### src/rtl/mult_div_unit_if.sv
// ---------------------------------------------------------------------------
// mult_div_unit_if
// Request/response bundle between the micro-controller and the multicycle
// signed MULT/DIV unit.
//   start    : begin an operation (only honoured while the unit is idle)
//   md_ctrl  : 0 = MULT, 1 = DIV, captured together with start
//   a, b     : rs / rt operands, captured together with start
//   hi, lo   : MULT product halves, or DIV remainder / quotient
//   busy     : unit is running an operation
//   done     : one-cycle completion pulse; hi/lo valid from the same edge
//   div0     : divide-by-zero flag, pulsed with done
// Modports: master = controller side, slave = arithmetic unit side.
// ---------------------------------------------------------------------------
interface mult_div_unit_if #(
  parameter int WIDTH = 32
);
  logic             start;
  logic             md_ctrl;
  logic [WIDTH-1:0] a;
  logic [WIDTH-1:0] b;
  logic [WIDTH-1:0] hi;
  logic [WIDTH-1:0] lo;
  logic             busy;
  logic             done;
  logic             div0;

  modport master (
    output start, md_ctrl, a, b,
    input  hi, lo, busy, done, div0
  );

  modport slave (
    input  start, md_ctrl, a, b,
    output hi, lo, busy, done, div0
  );
endinterface

### src/rtl/mult_div_unit.sv
// ---------------------------------------------------------------------------
// mult_div_unit
// Multicycle signed multiply / restoring divide. An accepted start latches the
// operands, PREP takes magnitudes, ITER runs WIDTH shift steps, and FIX applies
// signs, registers hi/lo and pulses done. Worst case 34 clocks for WIDTH=32.
// Ports:
//   clk  : system clock, rising edge
//   rst  : asynchronous active-high reset; discards any in-flight operation
//   bus  : mult_div_unit_if.slave (start, md_ctrl, a, b -> hi, lo, busy,
//          done, div0)
// Optional feature macro: MULTDIV_DIV0_EN
//   defined     : DIV by zero is caught in PREP; done+div0 pulse one edge
//                 later, hi/lo left untouched.
//   not defined : div0 is tied low; DIV by zero runs the full sequence and
//                 returns hi = original dividend, lo = all ones.
// ---------------------------------------------------------------------------
module mult_div_unit #(
  parameter int WIDTH = 32
) (
  input  logic              clk,
  input  logic              rst,
  mult_div_unit_if.slave    bus
);

  localparam int CW = $clog2(WIDTH);

  typedef enum logic [1:0] {
    S_IDLE = 2'd0,
    S_PREP = 2'd1,
    S_ITER = 2'd2,
    S_FIX  = 2'd3
  } state_t;

  state_t           state_q,  state_d;
  logic [CW-1:0]    count_q,  count_d;
  logic [WIDTH-1:0] a_q,      a_d;
  logic [WIDTH-1:0] b_q,      b_d;
  logic             md_q,     md_d;
  logic             sign_a_q, sign_a_d;
  logic             sign_b_q, sign_b_d;
  logic [WIDTH-1:0] acc_hi_q, acc_hi_d;   // MULT upper product / DIV remainder
  logic [WIDTH-1:0] acc_lo_q, acc_lo_d;   // MULT multiplier+lower product / DIV quotient
  logic [WIDTH-1:0] opnd_q,   opnd_d;     // MULT multiplicand / DIV divisor
  logic [WIDTH-1:0] hi_q,     hi_d;
  logic [WIDTH-1:0] lo_q,     lo_d;
  logic             done_q,   done_d;
  logic             div0_q,   div0_d;
`ifdef MULTDIV_DIV0_EN
  logic             zdiv_q,   zdiv_d;     // FIX only reports a zero divisor
`endif

  // Combinational datapath helpers
  logic [WIDTH:0]     mul_sum_s;
  logic [WIDTH:0]     div_sh_s;
  logic [WIDTH:0]     div_trial_s;
  logic [2*WIDTH-1:0] prod_s;
  logic [WIDTH-1:0]   a_abs_s;
  logic [WIDTH-1:0]   b_abs_s;

  assign mul_sum_s   = {1'b0, acc_hi_q} + (acc_lo_q[0] ? {1'b0, opnd_q} : {(WIDTH+1){1'b0}});
  assign div_sh_s    = {acc_hi_q, acc_lo_q[WIDTH-1]};
  // Bit WIDTH of the trial difference is set exactly when it went negative.
  assign div_trial_s = div_sh_s - {1'b0, opnd_q};
  assign prod_s      = {acc_hi_q, acc_lo_q};
  // The most negative value maps onto itself, which is the right unsigned magnitude.
  assign a_abs_s     = a_q[WIDTH-1] ? (~a_q + {{(WIDTH-1){1'b0}}, 1'b1}) : a_q;
  assign b_abs_s     = b_q[WIDTH-1] ? (~b_q + {{(WIDTH-1){1'b0}}, 1'b1}) : b_q;

  assign bus.hi   = hi_q;
  assign bus.lo   = lo_q;
  assign bus.busy = (state_q != S_IDLE);
  assign bus.done = done_q;
  assign bus.div0 = div0_q;

  // State and datapath registers
  always_ff @(posedge clk or posedge rst) begin
    if (rst) begin
      state_q  <= S_IDLE;
      count_q  <= {CW{1'b0}};
      a_q      <= {WIDTH{1'b0}};
      b_q      <= {WIDTH{1'b0}};
      md_q     <= 1'b0;
      sign_a_q <= 1'b0;
      sign_b_q <= 1'b0;
      acc_hi_q <= {WIDTH{1'b0}};
      acc_lo_q <= {WIDTH{1'b0}};
      opnd_q   <= {WIDTH{1'b0}};
      hi_q     <= {WIDTH{1'b0}};
      lo_q     <= {WIDTH{1'b0}};
      done_q   <= 1'b0;
      div0_q   <= 1'b0;
`ifdef MULTDIV_DIV0_EN
      zdiv_q   <= 1'b0;
`endif
    end else begin
      state_q  <= state_d;
      count_q  <= count_d;
      a_q      <= a_d;
      b_q      <= b_d;
      md_q     <= md_d;
      sign_a_q <= sign_a_d;
      sign_b_q <= sign_b_d;
      acc_hi_q <= acc_hi_d;
      acc_lo_q <= acc_lo_d;
      opnd_q   <= opnd_d;
      hi_q     <= hi_d;
      lo_q     <= lo_d;
      done_q   <= done_d;
      div0_q   <= div0_d;
`ifdef MULTDIV_DIV0_EN
      zdiv_q   <= zdiv_d;
`endif
    end
  end

  // Next-state and datapath update
  always_comb begin
    state_d  = state_q;
    count_d  = count_q;
    a_d      = a_q;
    b_d      = b_q;
    md_d     = md_q;
    sign_a_d = sign_a_q;
    sign_b_d = sign_b_q;
    acc_hi_d = acc_hi_q;
    acc_lo_d = acc_lo_q;
    opnd_d   = opnd_q;
    hi_d     = hi_q;
    lo_d     = lo_q;
    done_d   = 1'b0;
    div0_d   = 1'b0;
`ifdef MULTDIV_DIV0_EN
    zdiv_d   = zdiv_q;
`endif

    case (state_q)
      S_IDLE: begin
        if (bus.start) begin
          a_d      = bus.a;
          b_d      = bus.b;
          md_d     = bus.md_ctrl;
          sign_a_d = bus.a[WIDTH-1];
          sign_b_d = bus.b[WIDTH-1];
          state_d  = S_PREP;
        end else begin
          state_d  = S_IDLE;
        end
      end

      S_PREP: begin
        count_d  = {CW{1'b0}};
        acc_hi_d = {WIDTH{1'b0}};
        if (md_q) begin
          acc_lo_d = a_abs_s;
          opnd_d   = b_abs_s;
        end else begin
          acc_lo_d = b_abs_s;
          opnd_d   = a_abs_s;
        end
        state_d  = S_ITER;
`ifdef MULTDIV_DIV0_EN
        // Zero divisor: skip the iterations, FIX only raises the flag.
        if (md_q && (b_q == {WIDTH{1'b0}})) begin
          zdiv_d  = 1'b1;
          state_d = S_FIX;
        end else begin
          zdiv_d  = 1'b0;
        end
`endif
      end

      S_ITER: begin
        if (md_q) begin
          if (!div_trial_s[WIDTH]) begin
            acc_hi_d = div_trial_s[WIDTH-1:0];
            acc_lo_d = {acc_lo_q[WIDTH-2:0], 1'b1};
          end else begin
            acc_hi_d = div_sh_s[WIDTH-1:0];
            acc_lo_d = {acc_lo_q[WIDTH-2:0], 1'b0};
          end
        end else begin
          // {carry, acc_hi, acc_lo} >> 1 after the conditional add
          acc_hi_d = mul_sum_s[WIDTH:1];
          acc_lo_d = {mul_sum_s[0], acc_lo_q[WIDTH-1:1]};
        end
        count_d = count_q + {{(CW-1){1'b0}}, 1'b1};
        if (count_q == CW'(WIDTH-1)) begin
          state_d = S_FIX;
        end else begin
          state_d = S_ITER;
        end
      end

      S_FIX: begin
        done_d  = 1'b1;
        state_d = S_IDLE;
`ifdef MULTDIV_DIV0_EN
        if (zdiv_q) begin
          div0_d = 1'b1;
          zdiv_d = 1'b0;
        end else
`endif
        if (md_q) begin
          if (b_q == {WIDTH{1'b0}}) begin
            hi_d = a_q;
            lo_d = {WIDTH{1'b1}};
          end else begin
            // Truncating division: quotient sign = sign_a^sign_b, remainder follows dividend.
            lo_d = (sign_a_q ^ sign_b_q) ? (~acc_lo_q + {{(WIDTH-1){1'b0}}, 1'b1}) : acc_lo_q;
            hi_d = sign_a_q ? (~acc_hi_q + {{(WIDTH-1){1'b0}}, 1'b1}) : acc_hi_q;
          end
        end else begin
          if (sign_a_q ^ sign_b_q) begin
            {hi_d, lo_d} = ~prod_s + {{(2*WIDTH-1){1'b0}}, 1'b1};
          end else begin
            {hi_d, lo_d} = prod_s;
          end
        end
      end

      default: begin
        state_d = S_IDLE;
      end
    endcase
  end

endmodule

### src/flat_wrapper.sv
// flat-port wrapper written by rule: the top's interface ports become plain ports
module mult_div_unit_flat 
#(
  parameter int WIDTH = 32
)
  (clk, rst, bus_start, bus_md_ctrl, bus_a, bus_b, bus_hi, bus_lo, bus_busy, bus_done, bus_div0);
  mult_div_unit_if #(.WIDTH(WIDTH)) bus_i ();
  input  logic clk;
  input  logic rst;
  input wire logic [$bits(bus_i.start)-1:0] bus_start;
  input wire logic [$bits(bus_i.md_ctrl)-1:0] bus_md_ctrl;
  input wire logic [$bits(bus_i.a)-1:0] bus_a;
  input wire logic [$bits(bus_i.b)-1:0] bus_b;
  output wire logic [$bits(bus_i.hi)-1:0] bus_hi;
  output wire logic [$bits(bus_i.lo)-1:0] bus_lo;
  output wire logic [$bits(bus_i.busy)-1:0] bus_busy;
  output wire logic [$bits(bus_i.done)-1:0] bus_done;
  output wire logic [$bits(bus_i.div0)-1:0] bus_div0;
  assign bus_i.start = bus_start;
  assign bus_i.md_ctrl = bus_md_ctrl;
  assign bus_i.a = bus_a;
  assign bus_i.b = bus_b;
  assign bus_hi = bus_i.hi;
  assign bus_lo = bus_i.lo;
  assign bus_busy = bus_i.busy;
  assign bus_done = bus_i.done;
  assign bus_div0 = bus_i.div0;
  mult_div_unit #(.WIDTH(WIDTH)) u_core (.clk(clk), .rst(rst), .bus(bus_i));
endmodule
### config.mk
export PLATFORM = sky130hd
export DESIGN_NAME = mult_div_unit_flat
export DESIGN_NICKNAME = d
export VERILOG_FILES = /design/src/rtl/mult_div_unit_if.sv /design/src/rtl/mult_div_unit.sv /design/src/flat_wrapper.sv
export SDC_FILE = /design/constraint.sdc
export NUM_CORES = 1
export LEC_CHECK = 0
export ABC_AREA = 0
export CAP_MARGIN = 20
export CORE_UTILIZATION = 30
export CTS_CLUSTER_DIAMETER = 80
export CTS_CLUSTER_SIZE = 14
export DETAILED_ROUTE_END_ITERATION = 10
export SLEW_MARGIN = 20
export SYNTH_ARGS = -nofsm -noshare
export SYNTH_HDL_FRONTEND = slang
export SYNTH_SLANG_ARGS = --single-unit
### constraint.sdc
create_clock -name clk -period 9.7 [get_ports clk]
set_input_delay 1.455 -clock clk [delete_from_list [all_inputs] [get_ports clk]]
set_output_delay 1.455 -clock clk [all_outputs]
set_load 0.01 [all_outputs]
# Word level (Yosys, flattened, before mapping)

Index checks and enable logic that the tools add are counted.

Register bits after elaboration: 235

$add $sub $neg: 8
Reduce and logical (&&, ||, !) cells: 5
Bitwise operators: 6
Eq/ne operators: 4
Multiplexer cells: 24

Operator list:

| kind                                                | number |
|---|---|
| 2-to-1 mux 32 bit                                   | 16 |
| adder 32 x 1 -> 32 bit, second input constant       | 4 |
| NOT 32 bit                                          | 4 |
| case mux 32 bit (2 select lines)                    | 2 |
| adder 64 x 1 -> 64 bit, second input constant       | 1 |
| NOT 64 bit                                          | 1 |
| adder 32 x 33 -> 33 bit                             | 1 |
| subtractor 33 x 32 -> 33 bit                        | 1 |
| logical NOT 32 bit                                  | 1 |
| case mux 5 bit (2 select lines)                     | 1 |
| case mux 2 bit (4 select lines)                     | 1 |
| adder 5 x 1 -> 5 bit, second input constant         | 1 |
| equality test 5 bit, second input constant          | 1 |
| equality test 2 bit, second input constant          | 2 |
| 2-to-1 mux 1 bit                                    | 4 |
| nonzero test 2 bit                                  | 2 |
| equality test 2 x 1 -> 1 bit, second input constant | 1 |
| logical NOT 2 bit                                   | 1 |
| AND reduction 2 bit                                 | 1 |
| XOR 1 bit                                           | 1 |

# Depth between registers and ports, before layout

Gate-level depths: netlist (run 1).

Depth in word-level cells: 5
Gate-level depth with buffers: 15
Gate-level depth less buffers: 14

# Least setup slack after synthesis (run 1)

OpenSTA, ideal clock, no wires.

Path type: flip-flop to flip-flop
Start point: register u_core.acc_hi_q[12]
End point: register u_core.acc_hi_q[12]
Buffers on the path: 2
Cell stages (with the launch flop): 12
Clock period less this slack: 3.465 ns
Required time: 9.558 ns
Library setup time: 0.142 ns
Setup slack: 6.235 ns
Arrival: 3.323 ns
Path through: dfrtp_1 ha_1 a211o_1 a211oi_1 a211oi_1 a2111oi_1 o211ai_1 o211ai_1 buf_2 buf_2 mux2i_1 o221ai_1

Longest elaborated chain between the ends: 4
Elaborated cells on any way between the ends: 5
Those cells by class: 2 x add/sub; 3 x mux

RTL lines:

| element                              | RTL line             | source |
|---|---|---|
| start, declared                      | mult_div_unit.sv:41  | `logic [WIDTH-1:0] acc_hi_q, acc_hi_d;` |
| start signal, assigned               | mult_div_unit.sv:85  | `acc_hi_q <= {WIDTH{1'b0}};` |
| start signal, assigned               | mult_div_unit.sv:103 | `acc_hi_q <= acc_hi_d;` |
| subtractor 33 x 32 -> 33 bit         | mult_div_unit.sv:63  | `assign div_trial_s = div_sh_s - {1'b0, opnd_q};` |
| 2-to-1 mux 32 bit                    | mult_div_unit.sv:174 | `if (!div_trial_s[WIDTH]) begin` |
| 2-to-1 mux 32 bit (*)                | mult_div_unit.sv:173 | `if (md_q) begin` |
| case mux 32 bit (2 select lines) (*) | mult_div_unit.sv:136 | `case (state_q)` |

Mark *: on every way between the ends. The rest lies on a longest branch, timed or not.
A chain may end at the register's enable or synchronous reset.

# Worst setup path in the final report (run 1)

Start point: register u_core.acc_lo_q[0]
End point: register u_core.acc_hi_q[30]

Longest elaborated chain between the ends: 4

RTL lines:

| element                          | RTL line             | source |
|---|---|---|
| start, declared                  | mult_div_unit.sv:42  | `logic [WIDTH-1:0] acc_lo_q, acc_lo_d;` |
| start signal, assigned           | mult_div_unit.sv:86  | `acc_lo_q <= {WIDTH{1'b0}};` |
| start signal, assigned           | mult_div_unit.sv:104 | `acc_lo_q <= acc_lo_d;` |
| 2-to-1 mux 32 bit                | mult_div_unit.sv:60  | `assign mul_sum_s = {1'b0, acc_hi_q} + (acc_lo_q[0] ? {1'b0, opnd_q} : {(WIDTH+1){1'b0}});` |
| adder 32 x 33 -> 33 bit          | mult_div_unit.sv:60  |  |
| 2-to-1 mux 32 bit                | mult_div_unit.sv:173 |  |
| case mux 32 bit (2 select lines) | mult_div_unit.sv:136 |  |

No other way between the ends.

==> flow_summary_export.csv, run 1 <==
group,metric,value,unit
timing,relSlewSlack,0.2402,
timing,setup_viol,0,
timing,min_period,4.822,ns
final_layout,area_growth,16.24,%
routing,dr.pass1.iters,6,
final_layout,fin_cells,2782,
global_route,grt_max_degree,118,
routing,drtAntennaViolNets,0,
global_route,globalRouteOverflowTotal,0,
routing,routedWlPerCell,21.17,um
setup_path,critPathKind,"flip-flop to flip-flop",
global_route,grt_pass1_wl,89.06,mm
timing,rsz0062_at_grt,"no",
run_status,status,"complete, no violations",
power,finalPower,8.412,mW
clocking,clockRootBuffer,"clkbuf_16",
timing,slew_viol_final,0,
timing,fmax,207.4,MHz
floorplan,core_area,56500,um^2
setup_path,cp.arrival,5.27,ns
clocking,clk_pin_slew_worst_paths,0.07,ns
global_route,grt_usage,0.1999,
global_route,use_met2,0.3076,
setup_path,rr_worst_depth,13,
floorplan,die_w,241.2,um
global_route,use_met3,0.03454,
final_layout,drive_gt1_frac,0.08835,
synth,synth_fp_nets,2097,
setup_path,rrSetupSlack,4.88,ns
placement,place_inst,2743,
synth,ys_top_cells_by_count,"dfrtp_1, nor2_1, nand2_1, o21ai_0, xnor2_1",
timing,fin_tns_setup,0,ns
clocking,clkSinkCount,233,
setup_path,r2r_end,"u_core.acc_hi_q[30]",
timing,hold_slack,0.4822,ns
synth,async_flop_share,1.000,
synth,synth_area_leader_cell,"dfrtp_1",
setup_path,path_cells,"clkinv_1, nor2_1, ha_1, o211ai_1, o21ai_0, o21ai_0, a21oi_1, a22oi_1, o41a_1, o31ai_1, o31ai_1, xor2_1, o221ai_1",
floorplan,die-height,241.2,um
routing,wl,58.89,mm
routing,vias,15420,
final_layout,nNetsFinal,2158,
placement,io_buffers,133,
synth,netlist_area,17160,um^2
synth,avgSynthCellArea,8.790,um^2
global_route,grt_pass1_vias,14707,
routing,drtIter0Drc,1411,
setup_path,cp_max_fo,26,
synth,yosys_warnings,0,
synth,yosysUniqueCellTypes,76,
global_route,antenna_found_initial,3,
setup_path,cpPeakStageDelay,0.78,ns
floorplan,die-area,58160,um^2
synth,yosys.area.top_type_share,0.3398,
floorplan,num_rows,87,
clocking,cts_buffers,24,
hold_path,min-delay-start,"u_core.bus.hi[21]",
synth,post-synth-top-count-cell,"dfrtp_1",
placement,dp_hpwl,43.28,mm
setup_path,cp_data_required_time,10.15,ns
synth,synth_area_leaders,"dfrtp_1, xnor2_1, ha_1, mux2_2, nor2_1",
setup_path,start_kind,"flip-flop",
floorplan,ios,135,
power,p_per_area,421.7,nW/um^2
flow_run,maxCapViolCount,0,
final_layout,antenna_cells,0,
setup_path,r2r_start,"u_core.acc_lo_q[0]",
routing,route.detailed.drc,0,
global_route,grt_use_met1,0.2823,
synth,synthFlopType,"dfrtp_1",
clocking,clockBufferDepth,3,
timing,tightest_slew,1.138,ns
clocking,cts_hold_buffers,0,
hold_path,min_to,"u_core.bus.hi[21]",
hold_path,whs_path_depth,2,
clocking,cts_tree,"built",
placement,place.gp.congestion,0.9819,
floorplan,start_util,0.3037,
power,ir_drop,0.1600,mV
synth,syn-instance-count,1952,
setup_path,crit_cells,13,
synth,yosysSeqAreaShare,0.3398,
setup_path,cp_top_family,"compound AO/OA/AOI/OAI gates",
placement,dpl_cell_area,19190,um^2
hold_path,hp-class,"flip-flop to flip-flop",
setup_path,critPathBufInv,1,
routing,vias_per_cell,5.543,
setup_path,slowest_stage,"clkinv_1",
synth,synth_edf_count,0,
clocking,cts_setup_buffers,0,
final_layout,final_cell_area,19950,um^2
clocking,cts_resized,0,
global_route,top_usage_layer,"met2",
timing,skew,0.01964,ns
power,p_leak,8.433,nW
timing,finalHoldViolations,0,
timing,period_share,0.4971,
setup_path,endpoint_kind,"flip-flop",
clocking,h-tree-depth,1,
clocking,clock_latency,0.56,ns
synth,ys_seq_elements,233,
-- kinds of logic (layout without fill, tap and decap cells) --
| family | after synthesis | count (layout) | share of synthesized area |
|---|---|---|---|
| mux | 148 | 148 | 0.1051 |
| other cells | 1 | 1 | 0.0002185 |
| simple gates | 552 | 552 | 0.1477 |
| flops | 233 | 233 | 0.3398 |
| xor+xnor | 194 | 194 | 0.09902 |
| fa+ha+maj | 77 | 77 | 0.05702 |
| buf+inv | 201 | 275 | 0.04470 |
| compound gates | 546 | 546 | 0.2065 |
-- layer usage --
layer,vias to the layer above,part of all wire,wire (um)
li1,7144,-,-
met1,7555,0.45,26320
met2,610,0.44,26030
met3,105,0.076,4459
met4,6,0.035,2046
met5,-,0.00056,33
-- state kept, by name, indices dropped and copies added, names as in the netlist --
register and cells:
u_core.md_q 1, u_core.b_q 31, u_core.sign_b_q 1, u_core.sign_a_q 1, u_core.bus.done 1, u_core.bus.hi 32, u_core.acc_hi_q 32, u_core.count_q 5
u_core.a_q 31, u_core.acc_lo_q 32, u_core.state_q 2, u_core.opnd_q 32, u_core.bus.lo 32
-- per-stage QoR --
| stage | util | worst slack [ns] |
|---|---|---|
| after floorplan | - | 1.855 |
| after global placement | 0.3397 | 5.004 |
| after detailed placement | 0.3397 | 4.938 |
| after CTS | 0.3530 | 4.875 |
| after global routing | 0.3530 | 4.542 |
| final | 0.3530 | 4.878 |
-- area by class of cell --
class	count	area (um^2)
multi-input cells	1518	10600
flip-flops and latches	233	5836
inverters	83	319.1
repair buffers	153	1494
well taps	756	945.9
clock inverters	10	106.4
clock buffers	29	640.6
fillers	5766	36550
-- cell usage in the layout, fill, tap and decap left out, types with 51 or more instances in the layout --
cell,instances
a31oi_1,51
mux2i_1,56
mux2_2,73
o21ai_0,150
inv_1,78
a21oi_1,108
xnor2_1,117
ha_1,73
clkdlybuf4s50_1,133
dfrtp_1,231
xor2_1,75
nor2_1,217
nand2_1,165
-- power breakdown --
part	total (mW)	internal (mW)	switching (mW)
Clock	0.933	0.502	0.431
Sequential	2.14	1.43	0.704
Combinational	5.34	2.23	3.11
-- worst max path at each step --
stage	from	endpoint	slack (ns)
after floorplan	rst	u_core.a_q[0]	1.86
after global placement	u_core.acc_lo_q[31]	u_core.acc_hi_q[15]	5.00
after detailed placement	u_core.acc_hi_q[17]	u_core.acc_hi_q[15]	4.94
after CTS	u_core.acc_lo_q[31]	u_core.acc_hi_q[15]	4.88
after global routing	u_core.acc_lo_q[0]	u_core.acc_hi_q[30]	4.54
final	u_core.acc_lo_q[0]	u_core.acc_hi_q[30]	4.88
-- worst reg2reg max path, cell delays in order (launching register included) --
cell,delay [ns]
dfrtp_1,0.41
clkinv_1,0.78
nor2_1,0.32
ha_1,0.26
o211ai_1,0.12
o21ai_0,0.52
o21ai_0,0.25
a21oi_1,0.31
a22oi_1,0.23
o41a_1,0.56
o31ai_1,0.47
o31ai_1,0.13
xor2_1,0.16
o221ai_1,0.19
No activity file was read; power rests on OpenSTA's default activity.
==> run 2, diff against run 1 <==
==> constraint.sdc (replaced) <==
create_clock -name clk -period 3.9 [get_ports clk]
set_input_delay 0.585 -clock clk [delete_from_list [all_inputs] [get_ports clk]]
set_output_delay 0.585 -clock clk [all_outputs]
set_load 0.01 [all_outputs]
==> run 2 against run 1 <==
Die area did not move. Clock skew barely moved. Design area rose by 2.6%. Critical path depth rose by 1. Power rose to 2.5 times the previous value. Sequential share of layout area fell by 0.74 points. Critical path type unchanged. Global-route usage rose by 0.68 points. Sequential power rose by 140%. Highest routed layer is now met4. Largest power group unchanged. Largest cell class unchanged. Register-to-register slack got worse by 4.7 ns. First-iteration DRC count rose by 5.9%. Maximum frequency rose by 31%.
==> flow_summary_export.csv, run 2 (synthesis results as in run 1) <==
group,metric,value,unit
final_layout,area_growth,19.24,%
hold_path,hp-class,"flip-flop to flip-flop",
setup_path,endpoint_kind,"flip-flop",
timing,period_share,0.9470,
power,switching_share,0.4977,
routing,routedWlPerCell,21.37,um
power,p_int,10.77,mW
timing,skew,0.01960,ns
routing,met2WireLength,27.59,mm
final_layout,drive_gt1_frac,0.1162,
power,p_per_area,1048,nW/um^2
timing,fin_tns_setup,0,ns
routing,vias_per_cell,5.544,
timing,tightest_slew,1.119,ns
placement,place.gp.congestion,0.9514,
setup_path,critPathKind,"flip-flop to flip-flop",
routing,drtAntennaViolNets,0,
final_layout,layout_commonest_cell,"dfrtp_1",
routing,drtIter0Drc,1494,
routing,wl_met1,27.00,mm
timing,fmax,270.8,MHz
global_route,grt_pass1_vias,15001,
routing,highest_layer,"met4",
timing,relSlewSlack,0.2530,
global_route,grt_pass1_wl,91.89,mm
routing,wl,60.83,mm
routing,dr.pass1.iters,6,
floorplan,core_area,56500,um^2
final_layout,most-common-layout-cells,"dfrtp_1, nor2_1, nand2_1, o21ai_0, clkdlybuf4s50_1",
clocking,clkSinkCount,233,
routing,dr_wl_met3,4.003,mm
floorplan,ios,135,
global_route,grt_max_degree,120,
floorplan,start_util,0.3037,
floorplan,num_rows,87,
timing,setup_viol,0,
clocking,h-tree-depth,1,
routing,route.detailed.drc,0,
floorplan,die-height,241.2,um
timing,min_period,3.693,ns
run_status,status,"complete, no violations",
setup_path,start_kind,"flip-flop",
clocking,clk_pin_slew_worst_paths,0.08,ns
routing,vias,15785,
clocking,cts_tree,"built",
power,p_leak,8.760,nW
placement,dp_hpwl,46.04,mm
timing,setup_slack,0.2068,ns
power,ir_drop,0.4082,mV
timing,slew_viol_final,0,
global_route,grt_usage,0.2067,
power,power_frac_seq,0.244,
clocking,clock_latency,0.55,ns
power,switchingPower,10.67,mW
setup_path,cp.arrival,4.12,ns
global_route,globalRouteOverflowTotal,0,
floorplan,die-area,58160,um^2
setup_path,cp_data_required_time,4.33,ns
clocking,cts_buffers,22,
power,clockPowerShare,0.104,
timing,finalHoldViolations,0,
final_layout,nNetsFinal,2227,
clocking,clockRootBuffer,"clkbuf_16",
placement,io_buffers,133,
final_layout,antenna_cells,0,
clocking,clockBufferDepth,3,
global_route,antenna_found_initial,1,
floorplan,die_w,241.2,um
timing,rsz0062_at_grt,"no",
placement,place_ws,0.03056,ns
flow_run,maxCapViolCount,0,
power,combPwrFrac,0.653,
setup_path,cp_max_fo,7,
-- run 2: cell types whose count changed in the layout (fill, tap and decap cells not counted), moves of 2 or more --
cell	change
buf_4	+66
clkinv_2	-3
inv_8	-3
buf_12	+2
buf_6	+2
inv_2	-2
-- run 2: area by class of cell --
type                    instances  area [um^2]
clock buffers                  27        590.6
clock inverters                 6        91.34
fillers                      5792        36030
inverters                      83        315.3
multi-input cells            1518        10610
flip-flops and latches        233         5836
well taps                     756        945.9
repair buffers                224         2077
-- run 2: worst paths after layout --
path                               startpoint                   to  slack (ns)  cells past startpoint
max                        u_core.acc_lo_q[0]  u_core.acc_hi_q[26]        0.21                     14
max in group asynchronous                 rst          u_core.md_q        2.68                      3
max reg2reg                u_core.acc_lo_q[0]  u_core.acc_hi_q[26]        0.21                     14
min in group asynchronous                 rst    u_core.bus.lo[27]        0.60                      3
min reg2reg                 u_core.count_q[4]    u_core.count_q[4]        0.50                      1
min                         u_core.count_q[4]    u_core.count_q[4]        0.50                      1
-- run 2: metal layers --
layer / track usage / vias to the layer above
met5: 0 / -
met4: 0.06828 / 0
met3: 0.02699 / 101
met2: 0.3271 / 610
met1: 0.2894 / 7777
li1: - / 7297
-- run 2: timing repair --
action	in CTS	in global routing
buffers inserted	1	1
endpoints found under the setup margin	1	16
gates resized for setup	1	6
cloned	1	0
hold buffers	0	0
pin swaps	1	1
-- run 2: power groups by stage --
stage | combinational, mW | clock, mW | sequential [mW]
2_1_floorplan | 9.48 | 0 | 4.59
3_3_place_gp | 13.5 | 0 | 5.18
3_5_place_dp | 13.7 | 0 | 5.22
4_1_cts | 13.8 | 2.26 | 5.19
5_1_grt | 15.2 | 2.35 | 5.36
6_report | 14.0 | 2.22 | 5.22
-- run 2: per-stage QoR --
stage	util	cells	area [um^2]	total power, mW	hold slack (ns)
floorplan	-	1952	17160	14.07	0.4612
global placement	0.3491	2811	19720	18.71	0.4760
detailed placement	0.3491	2811	19720	18.91	0.4894
CTS	0.3617	2846	20440	21.29	0.5070
global route	0.3622	2847	20460	22.91	0.5223
finish	0.3622	2847	20460	21.44	0.5021
-- run 2: worst max-delay path, cell delays in order, from the launching register on --
cell	delay, ns
dfrtp_1	0.36
clkinv_1	0.24
nor2_1	0.19
ha_1	0.25
o21ai_0	0.19
a211oi_1	0.36
o21ai_0	0.19
a21oi_1	0.25
a22oi_1	0.16
o41a_1	0.50
buf_4	0.17
o21ai_0	0.21
xnor2_1	0.15
nor2_1	0.06
a221o_1	0.27
==> patch 1, RTL diff (config.mk and constraints of run 1) <==
Reset style: synchronous (`rst`), changed in one clocked block. Comments in the files are not updated.
--- a/src/rtl/mult_div_unit.sv
+++ b/src/rtl/mult_div_unit.sv
@@ -73,7 +73,7 @@
   assign bus.div0 = div0_q;
 
   // State and datapath registers
-  always_ff @(posedge clk or posedge rst) begin
+  always_ff @(posedge clk) begin
     if (rst) begin
       state_q  <= S_IDLE;
       count_q  <= {CW{1'b0}};
Function: differs if rst is asserted again (counterexample within 4 cycles, from zero or initial values and one cycle with rst high); with rst held inactive, the same outputs for 10 cycles.
==> patch 1 against run 1 <==
Area after synthesis grew 0.12%. Count of clock-buffer cells in the layout down 3. Routed wire length is 6.4% higher. Clock skew is 0.0014 ns higher. Setup slack better by 0.38 ns. Fmax grew 8.6%. First-iteration DRC count grew 19%. Sequential cell count unchanged. Critical path type unchanged. Cell area decreased by 1.6%.
Power is not compared: it rests on default switching activity, and its combinational part moved more than twofold at a synthesized area within 25%.
==> patch 1: results <==
group,metric,value,unit
clocking,cts_setup_buffers,0,
route,drt_iter0_drc,1679,
placed_design,gp_congestion,0.960,
timing,worst_pin_slew,1.05,ns
grt,grtUsageTotal,21.0,%
critical_path,rr_worst_depth,12,
placed_design,port_buffers,133,
outcome,status,"finished, final reports clean",
clocking,clock_latency,0.54,ns
placed_design,placed_area,19000,µm²
yosys,synthTopCellsByCount,"nand2_1 (298), nor2_1 (282), dfxtp_1 (233)",
yosys,syn-num-nets,2437,
critical_path,path_max_fanout,12,
pwr,power.leakage,0.00744,µW
yosys,postSynthAreaPerCell,7.50,µm²
yosys,yosys-top-cells-area,"dfxtp_1 (27%), nand2_1 (6.5%), nor2_1 (6.2%), a21oi_1 (5.9%), xnor2_1 (5.8%)",
route,wire_per_inst,20.4,µm
critical_path,cp.arrival,4.87,ns
placed_design,dpl.cell_count,3034,
final_layout,final.fill_count,5940,
timing,worst_clock_skew,0.0210,ns
yosys,ys_types,86,
grt,grt_max_degree,73,
yosys,async_reset_ff_share,0,%
clocking,cts_inserted_buffers,22,
grt,antenna_found_initial,1,
pwr,peakVddDrop,0.105,mV
final_layout,drive_above_1_share,4.72,%
placed_design,hpwl,47500,µm
placed_design,dpl_worst_slack,5.53,ns
grt,grt_pass1_vias,15700,
yosys,ys_seq_area_share,27.2,%
[patch 1: final cells by class]
| type | count | area [µm²] | area share, % |
|---|---|---|---|
| multi-input combinational | 1821 | 11600 | 59.3 |
| sequential | 233 | 4670 | 23.8 |
| timing repair buffer | 154 | 1490 | 7.60 |
| tap | 756 | 946 | 4.82 |
| clock buffer | 26 | 587 | 2.99 |
| inverter | 70 | 263 | 1.34 |
| clock inverter | 5 | 40.0 | 0.204 |
[patch 1: final timing paths]
path | startpoint | endpoint | slack (ns)
worst max-delay path | u_core.acc_lo_q[0]$_SDFFE_PP0P_ | u_core.acc_hi_q[30]$_SDFFE_PP0P_ | 5.26
worst min register to register | u_core.opnd_q[3]$_SDFFE_PP0N_ | u_core.opnd_q[3]$_SDFFE_PP0N_ | 0.47
worst min-delay path | u_core.opnd_q[3]$_SDFFE_PP0N_ | u_core.opnd_q[3]$_SDFFE_PP0N_ | 0.47
worst max register to register | u_core.acc_lo_q[0]$_SDFFE_PP0P_ | u_core.acc_hi_q[30]$_SDFFE_PP0P_ | 5.26
[patch 1: through the flow]
step                hold slack [ns]  util (%)
floorplan                     0.422         -
global route                  0.482      34.7
global placement              0.455      33.6
CTS                           0.468      34.7
detailed placement            0.458      33.6
finish                        0.469      34.7
[patch 1: where the power goes]
group	leakage [µW]	switching [µW]	internal (µW)	total, µW
clock network	0.000302	402	430	832
logic	0.00525	548	354	902
registers	0.00189	82.3	1000	1090
total	0.00744	1030	1790	2820
[patch 1: cells by family after synthesis]
| family | synth area share, % |
|---|---|
| AND/OR/NAND/NOR | 21.9 |
| AO/OA/AOI/OAI | 23.8 |
| buffers and inverters | 5.50 |
| flip-flops | 27.2 |
| XOR/XNOR | 9.78 |
| multiplexers | 6.11 |
| adder cells (fa/ha/maj) | 5.70 |
| other | 0.0218 |
[patch 1: worst max-delay path, stage by stage, from the launching register on]
cell and delay (ns):
dfxtp_1 0.65, inv_1 0.34, nor2_1 0.17, ha_1 0.28, o21a_1 0.22, a211oi_1 0.38
nor3_1 0.11, o311ai_0 0.84, a21boi_0 0.31, a2111oi_0 0.57, xor2_1 0.20, o21ai_0 0.09
a21o_1 0.18
[patch 1: metal layers]
layer  GRT usage, %  wire (µm)  vias up
met5              0         11        -
met4           6.43       2030        2
li1               -          -     8149
met2           32.4      27300      697
met3           3.54       5040      101
met1           29.5      28300     8175
==> patch 2, RTL diff (config.mk and constraints of run 1) <==
Without the edit above. `WIDTH` is set to 32 in 3 places; all go to 16. Comments in the files are not updated.
--- a/src/rtl/mult_div_unit_if.sv
+++ b/src/rtl/mult_div_unit_if.sv
@@ -12,7 +12,7 @@
 // Modports: master = controller side, slave = arithmetic unit side.
 // ---------------------------------------------------------------------------
 interface mult_div_unit_if #(
-  parameter int WIDTH = 32
+  parameter int WIDTH = 16
 );
   logic             start;
   logic             md_ctrl;
--- a/src/rtl/mult_div_unit.sv
+++ b/src/rtl/mult_div_unit.sv
@@ -15,7 +15,7 @@
 //                 returns hi = original dividend, lo = all ones.
 // ---------------------------------------------------------------------------
 module mult_div_unit #(
-  parameter int WIDTH = 32
+  parameter int WIDTH = 16
 ) (
   input  logic              clk,
   input  logic              rst,
--- a/src/flat_wrapper.sv
+++ b/src/flat_wrapper.sv
@@ -1,7 +1,7 @@
 // flat-port wrapper written by rule: the top's interface ports become plain ports
 module mult_div_unit_flat 
 #(
-  parameter int WIDTH = 32
+  parameter int WIDTH = 16
 )
   (clk, rst, bus_start, bus_md_ctrl, bus_a, bus_b, bus_hi, bus_lo, bus_busy, bus_done, bus_div0);
   mult_div_unit_if #(.WIDTH(WIDTH)) bus_i ();
Ports: changed (resized bus_a, bus_b, bus_hi and bus_lo); port bits go from 135 to 71. The function was not compared with the original's and may differ.
==> patch 2 against run 1 <==
Routed wire length down 58%. Power shrank 50%. Cell area decreased by 48%. Clock skew down 0.012 ns. Sequential power down 51%. Area after synthesis shrank 49%. Setup slack better by 1.4 ns. Sequential cell count fell by 113. Largest power group unchanged. Largest cell class unchanged.
==> patch 2: results <==
group,metric,value,unit
yosys,synthTopCellsByCount,"dfrtp_1 (120), nor2_1 (101), nand2_1 (83)",
pwr,power.leakage,0.00425,µW
yosys,ys_types,71,
route,viasPerCell,5.23,
clocking,cts_inserted_buffers,17,
critical_path,critPathMaxStageDelay,0.47,ns
route,routed-wl-met2,10600,µm
grt,antenna_found_initial,1,
grt,grtUsageMet1,24.3,%
yosys,syn_inst,992,
timing,worst_clock_skew,0.00754,ns
outcome,status,"finished, final reports clean",
placed_design,hpwl,17800,µm
clocking,cts_buffer_depth,2,
grt,grtUsageTotal,16.9,%
placed_design,port_buffers,69,
grt,met2_usage,24.8,%
placed_design,placed_area,9790,µm²
yosys,syn-num-nets,1072,
final_layout,drive_above_1_share,11.7,%
grt,grtUsageMet3,3.34,%
grt,grt_pass1_wl,40000,µm
route,wirelength,24700,µm
route,route.met3.wl,1500,µm
yosys,ys_seq_area_share,34.2,%
placed_design,dpl.cell_count,1395,
route,drt_iter0_drc,586,
route,highest_layer,"met4",
critical_path,path_max_fanout,20,
grt,grt_pass1_vias,7195,
route,wl_met1,11900,µm
critical_path,cp.arrival,3.72,ns
route,firstDrtPassIters,5,
placed_design,dpl_worst_slack,6.23,ns
yosys,yosys-top-cells-area,"dfrtp_1 (34%), mux2_2 (7.2%), ha_1 (6.0%), xnor2_1 (5.7%), nor2_1 (4.3%)",
placed_design,gp_congestion,0.862,
timing,period_share,35.2,%
critical_path,rr_worst_depth,12,
critical_path,worstSetupStartpoint,"u_core.acc_lo_q[15]$_DFFE_PP0P_",
critical_path,r2r-end,"u_core.acc_lo_q[0]$_DFFE_PP0P_",
patch 2: logic make-up after synthesis:
family	Yosys count	synth area share [%]
AOI/OAI and AO/OA	251	17.7
xor gates and xnor gates	90	8.99
adders and majority gates	44	6.45
buffers and inverters	112	5.08
DFF	120	34.2
muxes	86	11.8
other	1	0.0428
and+or+nand+nor	288	15.8
patch 2: report_power, final:
group	internal [µW]	switching (µW)	leakage (µW)	total (µW)
sequential	739	312	0.00144	1050
combinational	1160	1420	0.00255	2570
clock	350	244	0.000252	594
patch 2: how the worst min path moves through the flow:
stage | startpoint | to | slack [ns] | depth (start not counted)
2_1_floorplan | u_core.count_q[0]$_DFFE_PP0P_ | u_core.count_q[0]$_DFFE_PP0P_ | 0.48 | 1
3_3_place_gp | u_core.bus.hi[1]$_DFFE_PP0P_ | u_core.bus.hi[1]$_DFFE_PP0P_ | 0.50 | 1
3_5_place_dp | u_core.bus.hi[1]$_DFFE_PP0P_ | u_core.bus.hi[1]$_DFFE_PP0P_ | 0.50 | 1
4_1_cts | u_core.count_q[0]$_DFFE_PP0P_ | u_core.count_q[0]$_DFFE_PP0P_ | 0.51 | 1
5_1_grt | u_core.count_q[0]$_DFFE_PP0P_ | u_core.count_q[0]$_DFFE_PP0P_ | 0.53 | 1
6_report | u_core.count_q[0]$_DFFE_PP0P_ | u_core.count_q[0]$_DFFE_PP0P_ | 0.51 | 1
patch 2: cell type report:
| class | instances | area, µm² | area share (%) |
|---|---|---|---|
| multi-input combinational | 760 | 5340 | 51.6 |
| sequential | 120 | 3000 | 29.1 |
| timing repair buffer | 80 | 773 | 7.48 |
| tap | 384 | 480 | 4.65 |
| clock buffer | 20 | 437 | 4.23 |
| inverter | 51 | 194 | 1.88 |
| clock inverter | 12 | 105 | 1.02 |
| antenna | 1 | 2.50 | 0.0242 |
